**src/rtl/alu_share_if.sv**
```systemverilog
// alu_share_if: request/response bundle between two ALU requesters and the
// shared-ALU controller.
//   req0_* / req1_* : valid/ready request channels carrying op (Y86 ifun) and
//                     64-bit operands a, b.
//   rsp_*           : valid/ready response channel with requester id, result
//                     and {ZF, SF, OF}.
// master modport: requesters and response consumer side.
// slave modport : the controller (alu_share_ctrl).
interface alu_share_if;
    logic        req0_valid;
    logic        req0_ready;
    logic [1:0]  req0_op;
    logic [63:0] req0_a;
    logic [63:0] req0_b;
    logic        req1_valid;
    logic        req1_ready;
    logic [1:0]  req1_op;
    logic [63:0] req1_a;
    logic [63:0] req1_b;
    logic        rsp_valid;
    logic        rsp_ready;
    logic        rsp_id;
    logic [63:0] rsp_result;
    logic [2:0]  rsp_cc;

    modport master (
        output req0_valid, req0_op, req0_a, req0_b,
        output req1_valid, req1_op, req1_a, req1_b,
        output rsp_ready,
        input  req0_ready, req1_ready,
        input  rsp_valid, rsp_id, rsp_result, rsp_cc
    );

    modport slave (
        input  req0_valid, req0_op, req0_a, req0_b,
        input  req1_valid, req1_op, req1_a, req1_b,
        input  rsp_ready,
        output req0_ready, req1_ready,
        output rsp_valid, rsp_id, rsp_result, rsp_cc
    );
endinterface

```
**src/rtl/alu_share_ctrl.sv**
```systemverilog
// alu_share_ctrl: shares one 64-bit Y86-64 ALU (add/sub/and/xor) between two
// requesters. Round-robin grant in IDLE, one operation in flight, result and
// condition codes registered and held until the consumer accepts them.
//   gclk    : rising-edge clock
//   grst_n  : asynchronous active-low reset
//   bus     : alu_share_if.slave (request channels 0/1, response channel)
//   o_busy  : controller is not in IDLE
// Build option: ALU_CC_EN -- when defined, ZF/SF/OF are computed and
// registered; when undefined, rsp_cc is tied to 3'b000.
module alu_share_ctrl (
    input  logic        gclk,
    input  logic        grst_n,
    alu_share_if.slave  bus,
    output logic        o_busy
);
    typedef struct packed {
        logic        id;
        logic [1:0]  op;
        logic [63:0] a;
        logic [63:0] b;
    } req_t;

    localparam logic [1:0] S_IDLE = 2'd0;
    localparam logic [1:0] S_EXEC = 2'd1;
    localparam logic [1:0] S_RESP = 2'd2;

    logic [1:0]  r_state;
    logic        r_prio;
    req_t        r_req;
    logic        r_rsp_id;
    logic [63:0] r_rsp_result;

    logic [1:0]  w_vld;
    logic        w_gnt;
    logic        w_acc;
    req_t        w_sel;
    logic [63:0] w_res;

    // Priority pointer only matters on contention; otherwise the lone
    // valid requester wins (w_vld[1] picks req1 when only it is valid).
    assign w_vld = {bus.req1_valid, bus.req0_valid};
    assign w_gnt = (&w_vld) ? r_prio : w_vld[1];
    assign w_acc = (r_state == S_IDLE) && (|w_vld);

    assign bus.req0_ready = w_acc && !w_gnt;
    assign bus.req1_ready = w_acc &&  w_gnt;

    always_comb begin
        w_sel = '{id: 1'b0, op: bus.req0_op, a: bus.req0_a, b: bus.req0_b};
        if (w_gnt)
            w_sel = '{id: 1'b1, op: bus.req1_op, a: bus.req1_a, b: bus.req1_b};
    end

    always_comb begin
        w_res = '0;
        case (r_req.op)
            2'd0: w_res = r_req.a + r_req.b;
            2'd1: w_res = r_req.a - r_req.b;
            2'd2: w_res = r_req.a & r_req.b;
            2'd3: w_res = r_req.a ^ r_req.b;
            default: w_res = '0;
        endcase
    end

    always_ff @(posedge gclk or negedge grst_n) begin
        if (!grst_n) begin
            r_state      <= S_IDLE;
            r_prio       <= 1'b0;
            r_req        <= '0;
            r_rsp_id     <= 1'b0;
            r_rsp_result <= '0;
        end else begin
            case (r_state)
                S_IDLE: begin
                    if (w_acc) begin
                        r_req   <= w_sel;
                        r_prio  <= ~w_gnt;
                        r_state <= S_EXEC;
                    end
                end
                S_EXEC: begin
                    r_rsp_id     <= r_req.id;
                    r_rsp_result <= w_res;
                    r_state      <= S_RESP;
                end
                S_RESP: begin
                    if (bus.rsp_ready)
                        r_state <= S_IDLE;
                end
                default: r_state <= S_IDLE;
            endcase
        end
    end

`ifdef ALU_CC_EN
    logic [2:0] w_cc;
    logic [2:0] r_rsp_cc;

    // OF: add overflows when like-signed operands give a differently signed
    // result; sub when unlike-signed operands do. Logic ops never overflow.
    always_comb begin
        w_cc[2] = (w_res == 64'd0);
        w_cc[1] = w_res[63];
        case (r_req.op)
            2'd0:    w_cc[0] = (r_req.a[63] == r_req.b[63]) && (w_res[63] != r_req.a[63]);
            2'd1:    w_cc[0] = (r_req.a[63] != r_req.b[63]) && (w_res[63] != r_req.a[63]);
            default: w_cc[0] = 1'b0;
        endcase
    end

    always_ff @(posedge gclk or negedge grst_n) begin
        if (!grst_n)
            r_rsp_cc <= 3'b000;
        else if (r_state == S_EXEC)
            r_rsp_cc <= w_cc;
    end

    assign bus.rsp_cc = r_rsp_cc;
`else
    assign bus.rsp_cc = 3'b000;
`endif

    assign bus.rsp_valid  = (r_state == S_RESP);
    assign bus.rsp_id     = r_rsp_id;
    assign bus.rsp_result = r_rsp_result;
    assign o_busy         = (r_state != S_IDLE);
endmodule

```
**src/flat_wrapper.sv**
```systemverilog
// flat-port wrapper written by rule: the top's interface ports become plain ports
module alu_share_ctrl_flat 
  (gclk, grst_n, o_busy, bus_req0_valid, bus_req0_op, bus_req0_a, bus_req0_b, bus_req1_valid, bus_req1_op, bus_req1_a, bus_req1_b, bus_rsp_ready, bus_req0_ready, bus_req1_ready, bus_rsp_valid, bus_rsp_id, bus_rsp_result, bus_rsp_cc);
  alu_share_if bus_i ();
  input  logic gclk;
  input  logic grst_n;
  output logic o_busy;
  input wire logic [$bits(bus_i.req0_valid)-1:0] bus_req0_valid;
  input wire logic [$bits(bus_i.req0_op)-1:0] bus_req0_op;
  input wire logic [$bits(bus_i.req0_a)-1:0] bus_req0_a;
  input wire logic [$bits(bus_i.req0_b)-1:0] bus_req0_b;
  input wire logic [$bits(bus_i.req1_valid)-1:0] bus_req1_valid;
  input wire logic [$bits(bus_i.req1_op)-1:0] bus_req1_op;
  input wire logic [$bits(bus_i.req1_a)-1:0] bus_req1_a;
  input wire logic [$bits(bus_i.req1_b)-1:0] bus_req1_b;
  input wire logic [$bits(bus_i.rsp_ready)-1:0] bus_rsp_ready;
  output wire logic [$bits(bus_i.req0_ready)-1:0] bus_req0_ready;
  output wire logic [$bits(bus_i.req1_ready)-1:0] bus_req1_ready;
  output wire logic [$bits(bus_i.rsp_valid)-1:0] bus_rsp_valid;
  output wire logic [$bits(bus_i.rsp_id)-1:0] bus_rsp_id;
  output wire logic [$bits(bus_i.rsp_result)-1:0] bus_rsp_result;
  output wire logic [$bits(bus_i.rsp_cc)-1:0] bus_rsp_cc;
  assign bus_i.req0_valid = bus_req0_valid;
  assign bus_i.req0_op = bus_req0_op;
  assign bus_i.req0_a = bus_req0_a;
  assign bus_i.req0_b = bus_req0_b;
  assign bus_i.req1_valid = bus_req1_valid;
  assign bus_i.req1_op = bus_req1_op;
  assign bus_i.req1_a = bus_req1_a;
  assign bus_i.req1_b = bus_req1_b;
  assign bus_i.rsp_ready = bus_rsp_ready;
  assign bus_req0_ready = bus_i.req0_ready;
  assign bus_req1_ready = bus_i.req1_ready;
  assign bus_rsp_valid = bus_i.rsp_valid;
  assign bus_rsp_id = bus_i.rsp_id;
  assign bus_rsp_result = bus_i.rsp_result;
  assign bus_rsp_cc = bus_i.rsp_cc;
  alu_share_ctrl u_core (.gclk(gclk), .grst_n(grst_n), .bus(bus_i), .o_busy(o_busy));
endmodule
```
**config.mk**
```make
export PLATFORM = sky130hd
export DESIGN_NAME = alu_share_ctrl_flat
export DESIGN_NICKNAME = d
export VERILOG_FILES = /design/src/rtl/alu_share_if.sv /design/src/rtl/alu_share_ctrl.sv /design/src/flat_wrapper.sv
export SDC_FILE = /design/constraint.sdc
export NUM_CORES = 1
export LEC_CHECK = 0
export BUFFER_PORTS_ARGS = -buffer_cell sky130_fd_sc_hd__buf_4
export CORE_UTILIZATION = 25
export CTS_BUF_LIST = sky130_fd_sc_hd__clkbuf_4 sky130_fd_sc_hd__clkbuf_8
export DETAILED_ROUTE_END_ITERATION = 10
export MAX_ROUTING_LAYER = met4
export SLEW_MARGIN = 20
export SYNTH_ARGS = -nofsm -noshare
export SYNTH_HDL_FRONTEND = slang
export SYNTH_SLANG_ARGS = --single-unit
```
**constraint.sdc**
```tcl
create_clock -name gclk -period 5.8 [get_ports gclk]
set_input_delay 1.16 -clock gclk [delete_from_list [all_inputs] [get_ports gclk]]
set_output_delay 1.16 -clock gclk [all_outputs]
set_load 0.005 [all_outputs]
```
* After elaboration in Yosys (flattened, before gate mapping)
Index checks and enable logic that the tools add are counted.
** Storage, ports and cells
- Bits in registers :: 199
- Input bits :: 265
** Cells by class
- Muxes and demuxes :: 6
- Reduce and logical (&&, ||, !) cells :: 11
- Bitwise operators :: 3
- Eq/ne operators :: 7
- Add/subtract/negate cells :: 2
** Operator list (number)
- 64-bit case mux with 4 select lines :: 1
- 131-bit two-way mux :: 1
- 64-bit adder :: 1
- 64-bit bitwise AND :: 1
- 64-bit subtractor :: 1
- 64-bit XOR :: 1
- 2-bit equality test, second input constant :: 3
- 2-bit case mux with 3 select lines :: 1
- 2-bit AND reduction :: 3
- 2-bit by 1-bit equality test with 1-bit output, second input constant :: 2
- 2-bit zero test :: 2
- 2-bit two-way mux :: 2
- 1-bit logical AND :: 3
- 2-bit by 1-bit inequality test with 1-bit output, second input constant :: 1
- 2-bit inequality test, second input constant :: 1
- 2-bit nonzero test :: 1
- 2-bit OR reduction :: 1
- 1-bit zero test :: 1
- 1-bit two-way mux :: 1
- 1-bit NOT :: 1

* Depth between registers and ports, before layout
- Depth in word-level cells :: 4
- Mapped depth :: 21
- Gate-level depth less buffers :: 20

* Least setup slack after synthesis
OpenSTA, ideal clock, no wires.
- Path type :: reg-to-reg
- Start point :: reg u_core.r_req[12] in the netlist's numbering
- End point :: reg u_core.r_rsp_result[61] (netlist: u_core.bus.rsp_result[61])
- Library setup time :: 136 ps
- Setup slack :: 1307 ps
- Period minus slack after synthesis :: 4493 ps
- Arrival :: 4357 ps
- Path buffers :: 0
- Required time :: 5664 ps
- Cell stages (with the launch flop) :: 19
- Path through :: dfrtp_1 or4_4 nor4b_4 and3b_1 nand3_1 or3_1 o21ai_0 xor2_1 ha_1 a21oi_1 o21ai_0 a21oi_1 nor3b_1 a311o_1 or3_1 a21o_1 a21oi_1 xor2_1 a21oi_1
** Between the ends
- Longest elaborated chain between the ends :: 2
- Elaborated cells on any way between the ends :: 3
** RTL lines
- from (decl) :: RTL line alu_share_ctrl.sv:29 : req_t r_req;
- from (signal assigned) :: RTL line alu_share_ctrl.sv:76 : r_req <= w_sel;
- 64-bit subtractor or 64-bit adder (tied branches) :: RTL line alu_share_ctrl.sv:58, alu_share_ctrl.sv:57
- 64-bit case mux with 4 select lines (*) :: RTL line alu_share_ctrl.sv:56 : case (r_req.op)
- to (signal assigned) :: RTL line alu_share_ctrl.sv:83 : r_rsp_result <= w_res;
- to (decl) :: RTL line alu_share_ctrl.sv:31 : logic [63:0] r_rsp_result;
Mark *: on every way between the ends. The rest lies on a longest branch, timed or not.
A chain may end at the register's enable or synchronous reset.

* Worst setup path after layout
- Start point :: reg u_core.r_req[22] in the netlist's numbering
- End point :: reg u_core.r_rsp_result[57] (netlist: u_core.bus.rsp_result[57])
The elaborated chain is that of the path after synthesis.

==> impl_metrics.yaml <==
outcome:
  outcome: "finished, final reports clean"
global_routing:
  grt_pass1_wl_um: 83000
  grt_usage_pct: 18.6
  grt_pass1_vias: 13800
  grt_overflow_total: 0
  antenna_found_initial: 1
  grt_max_degree: 103
power_and_ir_drop:
  power_density_mw_per_mm2: 740
  switchingPower_uw: 7220
  vdd_ir_drop_max_mv: 0.279
  combPwrFrac_pct: 70.7
  seqPwrFrac_pct: 22.4
  leakagePower_uw: 0.00905
  clkPwrFrac_pct: 6.8
  p_sw_share_pct: 52.8
  p_int_uw: 6460
worst_setup_path:
  arrival_ps: 5790
  worstSetupPathType: "register to register"
  r2r_slack_ps: 430
  cp_slowest_stage_delay_ps: 590
  worstPathRequired_ps: 6220
  r2r_cells: 16
  slowest_stage: "or4_4"
  startpoint_type: "register"
  r2r_start: "u_core.r_req[22]"
  worstReg2RegEnd: "u_core.bus.rsp_result[57]"
  worst-path-max-fanout: 7
  path_cells: "or4_4 > nor4_1 > nand3_1 > or3_1 > o21ai_1 > xor2_1 > ha_1 > nand2_1 > or3_1 > a2111o_1 > a21oi_1 > or3_1 > a21o_1 > nand3_1 > a41oi_1 > o21ai_0"
  cpMostUsedCell: "or3_1"
  crit_path_end_kind: "register"
floorplanning:
  die_h_um: 245
  io_pins: 337
  core_area_sq_mm: 0.0580
  die_x_um: 245
  core.rowCount: 88
  die_area_sq_mm: 0.0601
  floorplan.initialDensity_pct: 25.5
clock_tree:
  htreeDepth: 4
  root_buffer: "clkbuf_8"
  cts_num_sinks: 199
  cts_buffer_depth: 2
  clock_latency_ps: 590
  cts.clk_slew.worst_paths_ps: 100
  cts_inserted_buffers: 17
  tritoncts: "yes"
  cts_resized: 0
  holdBufCountCts: 0
  post_cts_buffers: 0
placement:
  place_area_sq_mm: 0.0181
  numPortBuffers: 333
  gp_congestion: 0.922
  hpwl_um: 42800
synth:
  ys.flop_type: "dfrtp_1"
  syn_area_sq_mm: 0.0148
  seq_area_frac_synth_pct: 33.7
  netlist_instances: 1667
  syn_area_per_cell_sq_um: 8.87
  synth-compound-area-share_pct: 25.0
  ys_types: 73
  yosys.area.top_type_share_pct: 33.7
  ys_warn_count: 0
  yosys.area.top_type: "dfrtp_1"
  async_reset_ff_share_pct: 100
  synth_area_leaders: "dfrtp_1, ha_1, a222oi_1"
  synth_simple_gate_area_share_pct: 11.8
  ys_ff_latch: 199
  synthAdderAreaFrac_pct: 11.0
  synth_edf_count: 0
  synth_xor_area_share_pct: 7.11
  synth.area.mux_share_pct: 4.65
  synth_top_family_by_area: "compound AO/OA/AOI/OAI gates"
route:
  dr.first_iter.drc_count: 1381
  viasPerCell: 5.17
  drc_errors: 0
  post_drt_wl_per_cell_um: 20.1
  dr_total_vias: 14100
  drt-pass1-iter-count: 9
  routed_wl_um: 54700
  drt.antenna.violating_nets: 0
final_layout:
  final_area_sq_mm: 0.0185
  final_cell_mix: "buf_4, dfrtp_1, inv_1"
  drive_gt1_share_pct: 22.0
  regArea_sq_mm: 0.00498
  final_common_cell: "buf_4"
  area_growth_pct: 25.0
  layout.nets: 2334
  filler_cell_count: 6120
  multi_input_area_sq_mm: 0.00885
sta:
  fin_tns_setup_ps: 0
  period_needed_ps: 5370
  grt_setup_unrepaired: "false"
  finalSetupViolCount: 0
  final-hold-violation-count: 0
  fin_skew_ps: 30.1
  fin_crit_sh_pct: 92.6
  fmax_mhz: 186
  max_slew_margin_pct: 43.2
  slew_viol_final: 0
  worst_pin_slew_ps: 853
flow_run:
  maxCapViolations: 0
hold_path:
  min_path_cells: 2
  hold_path_end: "u_core.bus.rsp_id"
  hold_class: "register to register"
  min_from: "u_core.r_req[130]"
-- registers in the layout, indices dropped and copies added, names as in the netlist --
name / flops
u_core.bus.rsp_id: 1
u_core.bus.rsp_result: 64
u_core.r_prio: 1
u_core.r_req: 131
u_core.r_state: 2
-- how the worst max path moves through the flow --
stage                startpoint                         to  slack [ps]  depth (start not counted)
2_1_floorplan  u_core.r_req[12]  u_core.bus.rsp_result[61]        1310                         18
3_3_place_gp    u_core.r_req[4]  u_core.bus.rsp_result[54]         560                         17
3_5_place_dp   u_core.r_req[22]  u_core.bus.rsp_result[54]         440                         16
4_1_cts        u_core.r_req[22]  u_core.bus.rsp_result[57]         440                         16
5_1_grt         u_core.r_req[5]  u_core.bus.rsp_result[54]          70                         17
6_report       u_core.r_req[22]  u_core.bus.rsp_result[57]         430                         16
-- worst max-delay path: cells and delay by family, from the launching register on --
kind	cells	cell delay (ps)
AOI/OAI and AO/OA	6	1380
DFF	1	460
adders and majority gates	1	430
and+or+nand+nor	8	2850
xor gates and xnor gates	1	120
-- power groups by stage --
| stage | registers, uW | clock network (uW) | logic [uW] |
|---|---|---|---|
| after floorplan | 2650 | 0 | 6950 |
| after global placement | 3090 | 0 | 9550 |
| after detailed placement | 3100 | 0 | 9630 |
| after CTS | 3080 | 999 | 9690 |
| after global routing | 3160 | 1040 | 10800 |
| final | 3070 | 933 | 9680 |
-- synth_stat cells (19+ instances only) --
master / count
mux2i_1: 54
xor2_1: 55
nor2_1: 72
inv_1: 157
ha_1: 128
nand4_1: 20
o21ai_0: 135
a21oi_1: 123
xnor2_1: 65
nor3_1: 21
o21bai_1: 19
nand2_1: 144
dfrtp_1: 199
nand2b_1: 22
clkbuf_1: 92
a222oi_1: 130
a21o_1: 23
-- through the flow --
stage	hold slack, ps	util (%)	total power [uW]	worst slack [ps]	std cells
6_report	481	31.9	13700	430	2719
5_1_grt	506	31.9	15000	74.3	2719
4_1_cts	483	31.9	13800	438	2718
3_5_place_dp	457	31.2	12700	440	2686
3_3_place_gp	455	31.2	12600	561	2686
2_1_floorplan	439	-	9600	1310	1669
-- cell families after synthesis --
| group | Yosys count |
|---|---|
| flip-flops | 199 |
| adder cells (fa/ha/maj) | 129 |
| other | 1 |
| AND/OR/NAND/NOR | 359 |
| AO/OA/AOI/OAI | 528 |
| buffers and inverters | 264 |
| XOR/XNOR | 120 |
| multiplexers | 67 |
-- cell type report --
cell class | count | area share (%)
diodes | 1 | 0.0135
clock buffers | 21 | 1.46
clock inverters | 11 | 0.616
inverters | 157 | 3.19
multi-input cells | 1206 | 47.9
flip-flops and latches | 199 | 27.0
well taps | 765 | 5.18
repair buffers | 359 | 14.7
-- metal layers --
layer,up-vias,GRT usage (%),wire [um]
li1,6734,-,-
met1,6726,24.1,24600
met2,533,29.1,25300
met3,63,3.95,3760
met4,0,5.61,1030
met5,-,-,0
Power figures use the tool's default switching activity.
